$ cat src/rtl/pipeline_hazard_ctrl.sv
// Issue/hazard controller for a three-stage IF-ID-EX pipeline: per-register latency
// scoreboard, branch flush sequencing and a saturating stall-cycle counter.
module pipeline_hazard_ctrl #(
  parameter int NREGS        = 32,
  parameter int REG_W        = 5,
  parameter int LAT_W        = 2,
  parameter int FLUSH_CYCLES = 1,
  parameter int CNT_W        = 16
) (
  input  logic             clock,
  input  logic             reset,
  input  logic             id_valid,
  input  logic [REG_W-1:0] id_rs,
  input  logic             id_rs_used,
  input  logic [REG_W-1:0] id_rt,
  input  logic             id_rt_used,
  input  logic [REG_W-1:0] id_rd,
  input  logic             id_wr_en,
  input  logic [LAT_W-1:0] id_latency,
  input  logic             ex_branch_taken,
  output logic             issue,
  output logic             stall_if,
  output logic             bubble_ex,
  output logic             flush_if_id,
  output logic             busy,
  output logic [CNT_W-1:0] stall_count
);

  localparam int FC_W = (FLUSH_CYCLES > 1) ? $clog2(FLUSH_CYCLES + 1) : 1;

  typedef enum logic {RUN, FLUSH} state_t;

  state_t           state;
  logic [FC_W-1:0]  fcnt;
  logic [LAT_W-1:0] cnt [1:NREGS-1];
  logic [NREGS-1:0] pend;
  logic             hazard;

  // Register 0 is hard-wired zero, so its pending bit is tied low.
  always_comb begin
    pend = '0;
    for (int i = 1; i < NREGS; i++) pend[i] = |cnt[i];
  end

  assign hazard = id_valid & ((id_rs_used & pend[id_rs]) |
                              (id_rt_used & pend[id_rt]) |
                              (id_wr_en   & pend[id_rd]));
  assign busy = |pend;

  always_comb begin
    issue       = 1'b0;
    stall_if    = 1'b0;
    bubble_ex   = 1'b1;
    flush_if_id = 1'b0;
    if (reset) begin
      bubble_ex = 1'b1;
    end else if (ex_branch_taken || state == FLUSH) begin
      flush_if_id = 1'b1;
    end else if (hazard) begin
      stall_if = 1'b1;
    end else begin
      issue     = id_valid;
      bubble_ex = ~id_valid;
    end
  end

  always_ff @(posedge clock or posedge reset) begin
    if (reset) begin
      state <= RUN;
      fcnt  <= '0;
    end else if (ex_branch_taken) begin
      if (FLUSH_CYCLES == 0) begin
        state <= RUN;
      end else begin
        state <= FLUSH;
        fcnt  <= FC_W'(FLUSH_CYCLES);
      end
    end else if (state == FLUSH) begin
      fcnt <= fcnt - FC_W'(1);
      if (fcnt == FC_W'(1)) state <= RUN;
    end
  end

  // A new write sets the counter and wins over the ageing decrement.
  always_ff @(posedge clock or posedge reset) begin
    if (reset) begin
      for (int i = 1; i < NREGS; i++) cnt[i] <= '0;
    end else begin
      for (int i = 1; i < NREGS; i++) begin
        if (issue && id_wr_en && id_rd == REG_W'(i)) cnt[i] <= id_latency;
        else if (pend[i]) cnt[i] <= cnt[i] - LAT_W'(1);
      end
    end
  end

  always_ff @(posedge clock or posedge reset) begin
    if (reset) stall_count <= '0;
    else if (stall_if && stall_count != '1) stall_count <= stall_count + CNT_W'(1);
  end

endmodule

$ cat config.mk
export PLATFORM = sky130hd
export DESIGN_NAME = pipeline_hazard_ctrl
export DESIGN_NICKNAME = d
export VERILOG_FILES = /design/src/rtl/pipeline_hazard_ctrl.sv
export SDC_FILE = /design/constraint.sdc
export NUM_CORES = 1
export LEC_CHECK = 0
export CORE_ASPECT_RATIO = 0.7
export CORE_UTILIZATION = 50
export CTS_BUF_LIST = sky130_fd_sc_hd__clkbuf_4 sky130_fd_sc_hd__clkbuf_8 sky130_fd_sc_hd__clkbuf_16
export DETAILED_ROUTE_END_ITERATION = 10
export HOLD_SLACK_MARGIN = 0.05
export PLACE_DENSITY = 0.69
export RECOVER_POWER = 50
export SETUP_SLACK_MARGIN = 0.1
export SKIP_CTS_REPAIR_TIMING = 1
export SKIP_LAST_GASP = 1
export SLEW_MARGIN = 20
export SYNTH_ARGS = -nofsm -noshare
export SYNTH_HDL_FRONTEND = slang
export SYNTH_SLANG_ARGS = --single-unit
$ cat constraint.sdc
create_clock -name clock -period 7.72 [get_ports clock]
set_input_delay 1.544 -clock clock [delete_from_list [all_inputs] [get_ports clock]]
set_output_delay 1.544 -clock clock [all_outputs]
set_load 0.01 [all_outputs]
Word-level counts from Yosys, hierarchy flattened
Cells that the tools add are included.
- equal/unequal tests: 32
- magnitude comparators: 3
- bitwise gates (word level): 7
- $add $sub $neg: 33
- reduce and logical (&&, ||, !) cells: 98
- mux-type cells: 84
- operators by type and width (kind ; number):
    2-to-1 mux 2 bit ; 62
    == test 5 bit (second input constant) ; 16
    nonzero test 2 bit ; 32
    OR reduction 2 bit ; 31
    OR reduction 62 bit ; 1
    subtractor 2 x 1 -> 2 bit (second input constant) ; 31
    == test 5 x 4 -> 1 bit (second input constant) ; 8
    logical AND 1 bit ; 33
    == test 5 x 3 -> 1 bit (second input constant) ; 4
    2-to-1 mux 1 bit ; 19
    less-than comparator 5 x 6 -> 1 bit (second input constant) ; 3
    adder 16 x 1 -> 16 bit (second input constant) ; 1
    inequality test 16 bit (second input constant) ; 1
    binary-select mux 1 bit (select 5 bit) ; 3
    == test 5 x 2 -> 1 bit (second input constant) ; 2
    == test 5 x 1 -> 1 bit (second input constant) ; 1
    bitwise AND 1 bit ; 4
    OR 1 bit ; 2
    logical OR 1 bit ; 1
    NOT 1 bit ; 1
    subtractor 1 bit (second input constant) ; 1
- bits of input ports: 24
- word-level logic and storage cells: 291
- register bits after elaboration: 80
- output and inout bits: 21

Longest topological paths before layout
Gate-level depths: netlist (run 1).
- depth after elaboration: 13
- gate-level depth with buffers: 10
- depth with buffers taken out: 9

Worst setup path before layout (run 1)
OpenSTA, ideal clock, no wires.
- path type: input to output
- start point: input port reset
- end point: output port bubble_ex
- buffers on the path: 0
- required time: 6176 ps
- stages on the path: 5
- arrival time: 4074 ps
- path slack: 2102 ps
- cell sequence: inv_1 > and3_1 > and3_1 > and2_1 > inv_1
- longest elaborated chain between the ends: 1
- RTL lines (element ; RTL line ; source):
    start, declared ; 11 ; input logic reset,
    2-to-1 mux 1 bit ; 55 ; if (reset) begin
    end, declared ; 23 ; output logic bubble_ex,
Every way passes these cells.

Final worst setup path (run 1)
- start point: input port id_rd[1]
- end point: output port stall_if
- longest elaborated chain between the ends: 8
- RTL lines (element ; RTL line ; source):
    start, declared ; 17 ; input logic [REG_W-1:0] id_rd,
    binary-select mux 1 bit (select 5 bit) ; 47 ; (id_wr_en & pend[id_rd]));
    2-to-1 mux 1 bit (not written as such) ; 47 ;
    bitwise AND 1 bit ; 47 ;
    OR 1 bit ; 46 ; (id_rt_used & pend[id_rt]) |
    bitwise AND 1 bit ; 45 ; assign hazard = id_valid & ((id_rs_used & pend[id_rs]) |
    2-to-1 mux 1 bit ; 59 ; end else if (hazard) begin
    2-to-1 mux 1 bit ; 57 ; end else if (ex_branch_taken || state == FLUSH) begin
    2-to-1 mux 1 bit ; 55 ;
    end, declared ; 22 ; output logic stall_if,
Every way passes these cells. The select of a mux whose other input is x is not followed.

==> results of run 1 <==
==> worst max-delay path: cells and delay by family <==
| kind | cells | cell delay (ns) |
|---|---|---|
| mux | 2 | 1.11 |
| compound gates | 2 | 0.49 |
| buf+inv | 3 | 1.57 |
| simple gates | 1 | 0.12 |
==> cells in the mapped netlist, types with 4 or more instances <==
library cell  number
dfrtp_1           80
inv_1             69
mux2_2            65
mux2i_1           40
nand2_1           36
ha_1              32
xnor2_1           32
nor4_1            23
nor2_1            16
mux4_2            15
xor2_1            15
nand3_1           14
clkbuf_1          13
nand4_1            9
o21ai_0            8
or4_1              8
and3_1             6
nand2b_1           6
buf_2              5
nor3_1             5
a22oi_1            4
nor2b_1            4
nor3b_1            4
nor4_2             4
==> registers in the layout, summed over array words and instances (netlist names) <==
name,flops
cnt,62
stall_count,16
fcnt,1
state,1
==> how the worst max path moves through the flow <==
stage	from	to	slack, ns	cells past startpoint
after CTS	id_rd[1]	stall_if	1.35	8
after floorplan	reset	bubble_ex	2.10	5
after global routing	id_rd[1]	stall_if	1.20	8
after detailed placement	id_rd[1]	stall_if	1.37	8
after global placement	id_rd[1]	stall_if	1.41	8
final	id_rd[1]	stall_if	1.34	8
==> cell families after synthesis <==
group	Yosys count	share of synthesized area [%]
multiplexers	121	25.8
AND/OR/NAND/NOR	152	15.5
XOR/XNOR	47	7.18
AO/OA/AOI/OAI	26	3.19
flip-flops	80	34.9
buffers and inverters	92	6.46
adder cells (fa/ha/maj)	32	6.98
==> final cells by class <==
class                           instances  area (um2)  share of cell area (%)
Tap cell                              153         191                    2.92
Clock inverter                          3        17.5                   0.267
Clock buffer                           12         260                    3.97
Timing Repair Buffer                   48         458                    6.99
Multi-Input combinational cell        378        3360                    51.3
Sequential cell                        80        2000                    30.6
Inverter                               69         260                    3.97
==> through the flow <==
stage	cell area (um2)	worst slack (ns)	instances	hold slack (ns)	total power [uW]
2_1_floorplan	5740	2.10	550	0.492	1740
3_3_place_gp	6280	1.41	727	0.472	1950
3_5_place_dp	6270	1.37	727	0.481	2040
4_1_cts	6550	1.35	742	0.494	2450
5_1_grt	6550	1.20	743	0.509	2640
6_report	6550	1.34	743	0.482	2440
==> metal layers <==
metal  wire length [um]  vias up
li1                   -     2008
met1               6180     2132
met2               5830      151
met3               1130       14
met4                140        0
met5                  0        -
==> power breakdown <==
part / total, uW / internal, uW / switching (uW)
logic: 1330 / 709 / 620
clock network: 400 / 236 / 164
registers: 713 / 619 / 93.8
==> run metrics, run 1 <==
Clock Path Buffers 2; R2R cell count 9; total number of vias approximately 4,300; crit end category output port; crit share post-route 82.6%; antenna-violating nets left 0; Hold Vio Cnt, Final 0; Vias/cell 5.79; cell count after synthesis 550; Hold Path Cell Cnt 1; filler instances just over 900; drt wl/cell 17.9 um; Seq/Total Area, Yosys 34.9%; Yosys top cell area share 34.9%; layout cells sized above 1 19.2%; drt first pass iters 5; Startpoint Class input port; Fin Clk Skew 0.00676 ns; number of flops mapped to enable cells by yosys 0; setup_tns 0 ns; area growth from synthesis to layout 14.2%; placed wire-length estimate 9.82 mm; Rows 32; pin count of the biggest net entering global routing between 70 and 80; fin util just under 60%; Top Ports 45; Chip Height ~92 um; fmax ~0.16 GHz; Worst-path clk slew 0.06 ns; gr ovfl total 0; FF-to-FF setup slack 4.16 ns; Final Net Count 642; fin. max-slew vios 81; Tot GR Track Use between 20% and 30%; Synth area leaders dfrtp_1 35%, mux2_2 13%, ha_1 7.0%, mux2i_1 7.0%, mux4_2 5.9%; CTS sink cnt 80; Routed Wire Length 13.3 mm; r2r startpoint cnt[60]; Slew @ Worst Pin 2.69 ns; most frequent cells in the layout 80 x dfrtp_1, 68 x inv_1, 65 x mux2_2; number of buffers added on ports 44; Synth Register Bits 80; Setup violations, final 0; Ys Warns 0; Worst Hold Class flop to flop; chip width about 130 um; Main synth FF type dfrtp_1; most common cell after layout, fill and taps aside dfrtp_1; Critical Path Fanout Max 17; status finished with violations; mean post-synth cell area 10.4 um2; crit path DAT slightly below 5 ns; initial drt markers 307; die area 11,900 um2; post-layout min period around 6.4 ns; Worst slew margin -79.2%; # DRC 0; core area 11,100 um2; Cell Pwr Density around 370 nW/um2; CTS Buf Count 9; Starting Density roughly half; RSZ-0062 raised after global routing no; grt met2 use 35.1%; met1 GRT Util 34.4%; CTS root buf clkbuf_16; Pleak 0.00285 uW; number of global-route vias before repair ~4,300; n_diodes 0; first-pass GRT wire length 21.6 mm; Max IR drop VDD roughly 0.21 mV; reg-to-reg endpoint cnt[9]; Yosys top cell by area dfrtp_1; fraction of registers with async set/reset 100%; global route hottest layer met2; CTS tree done; worst skew pair latency about 0.35 ns; crit path max-delay cell type clkdlybuf4s50_1; met3 Resource Use GR 8.11%; Mapped Nets about 600; crit-path max cell delay 0.97 ns; Worst EP required 6.18 ns; Hold Crit Start stall_count[11]; Synth cell types 50; H-tree depth 3; RD Place Congestion 0.988; critical path type input port to output port; synthesized area 5740 um2; initial antenna violation count 0; max-cap viol count 2; failing checks capacitance limit, slew limit; Min-Delay Endpoint stall_count[11]; cells along the critical path clkdlybuf4s50_1, mux4_2, mux4_2, nor2_2, o31ai_1, a31o_4, inv_1, clkdlybuf4s50_1
(Power assumes the default switching activity.)
==> run 2, diff against run 1 <==
Settings changed: PLACE_DENSITY 0.69 to 0.72.
Clock period 7.72 ns to 5.7 ns, I/O delays scaled along.
==> run 2 against run 1 <==
Compared with the run above: the flow still finishes with violations (capacitance limit, slew limit); sequential share of layout area decreased by 0.099 points; global-route usage rose by 0.96 points; clock power up 39%; routed wire length up 3.5%; die area unchanged; clock skew grew 0.00099 ns; power grew 37%; highest routed layer unchanged.
==> run metrics, run 2 (synthesis gave the netlist of run 1 again) <==
Max IR drop VDD roughly 0.30 mV; fin worst setup slack 0.308 ns; critical path's most frequent cell clkdlybuf4s50_1; core area 11,100 um2; H-tree depth 3; critical path type input port to output port; gr ovfl total 0; # DRC 0; chip width 130 um; RSZ-0062 raised after global routing no; first-pass GRT wire length between 20 and 25 mm; crit path DAT 4.25 ns; initial antenna violation count 0; RD Place Congestion ~0.99; number of global-route vias before repair 4,413; Worst-path clk slew 0.06 ns; fin. max-slew vios 77; number of buffers added on ports 44; drt wl/cell 18.4 um; CTS Buf Count 9; Clock Path Buffers 2; CTS tree done; antenna-violating nets left 0; Worst slew margin -29.0%; Worst EP required 4.56 ns; Finished Cell Area 6570 um2; Routed Wire Length 13.7 mm; Worst Hold Class flop to flop; max-cap viol count 1; Placed Area 6290 um2; most common cell after layout, fill and taps aside dfrtp_1; Slew @ Worst Pin slightly below 2 ns; Starting Density 51.7%; n_diodes 0; setup_tns 0 ns; Startpoint Class input port; crit end category output port; most frequent cells in the layout 80 x dfrtp_1, 68 x inv_1, 65 x mux2_2; Hold Vio Cnt, Final 0; Tot GR Track Use about a quarter; area growth from synthesis to layout 14.6%; Rows 32; Storage cell area 2000 um2; Pleak 0.00287 uW; Largest regs cnt x62, stall_count x16; Fin Clk Skew 0.00774 ns; max FFs per register 62; crit-path max cell delay 0.75 ns; Setup violations, final 0; worst skew pair latency about 0.34 ns; crit share post-route 94.6%; Vias/cell 5.94; worst hold slack 0.487 ns; Critical Path Fanout Max 9; CTS sink cnt 80; Biggest register cnt; fin util 59.3%; area of the multi-input gates 3360 um2; fmax 0.185 GHz; cells along the critical path clkdlybuf4s50_1, mux4_2, a22oi_1, o311ai_1, or3_1, and3_1, and2_1, inv_1, clkdlybuf4s50_1; total number of vias about 4,400; filler instances 950; layout cells sized above 1 between 20 and 25%; Top Ports 45; die area 11,900 um2; CTS root buf clkbuf_16; Final Net Count 644; status finished with violations; crit path max-delay cell type clkdlybuf4s50_1; drt first pass iters 5; pre-CTS setup slack 0.323 ns; Cell Pwr Density 509 nW/um2; Chip Height between 90 and 100 um; post-layout min period about 5.4 ns; placed wire-length estimate 10.1 mm; pin count of the biggest net entering global routing 77; failing checks capacitance limit, slew limit; initial drt markers 370
-- run 2: critical path: cells and delay by family --
family,cells,cell delay [ns]
AO/OA/AOI/OAI,2,0.30
buffers and inverters,3,1.32
AND/OR/NAND/NOR,3,0.90
multiplexers,1,0.58
-- run 2: path summary, 6_finish.rpt --
kind | end | startpoint | cells past startpoint | slack, ns
worst max-delay path | bubble_ex | id_rs[0] | 9 | 0.31
worst min-delay path | stall_count[15] | stall_count[15] | 1 | 0.49
worst max register to register | cnt[13] | cnt[52] | 9 | 1.96
worst min register to register | stall_count[15] | stall_count[15] | 1 | 0.49
max in group asynchronous | cnt[45] | reset | 3 | 2.36
min in group asynchronous | cnt[3] | reset | 2 | 1.23
-- run 2: per-stage QoR --
| step | std cells | total power [uW] |
|---|---|---|
| 2_1_floorplan | 550 | 2360 |
| 3_3_place_gp | 730 | 2630 |
| 3_5_place_dp | 730 | 2790 |
| 4_1_cts | 746 | 3360 |
| 5_1_grt | 746 | 3600 |
| 6_report | 746 | 3340 |
-- run 2: report_power, final --
group | internal, uW | leakage [uW] | switching (uW)
combinational | 962 | 0.00177 | 859
clock | 317 | 0.000141 | 238
sequential | 838 | 0.000962 | 130
-- run 2: final cells by class --
cell class              instances  area share (%)
repair buffers                 50            7.19
well taps                     153            2.91
clock buffers                  11            3.84
flip-flops and latches         80            30.5
multi-input cells             378            51.2
clock inverters                 5           0.476
inverters                      69            3.96
-- run 2: per-layer routing --
metal  wire, um  track usage, %  up-vias  part of all wire [%]
li1           -               -     2017                     -
met1       6410            35.8     2255                    47
met2       6220            37.3      143                    45
met3        921            6.01       18                   6.7
met4        189            7.66        0                   1.4
met5          0               0        -                     0
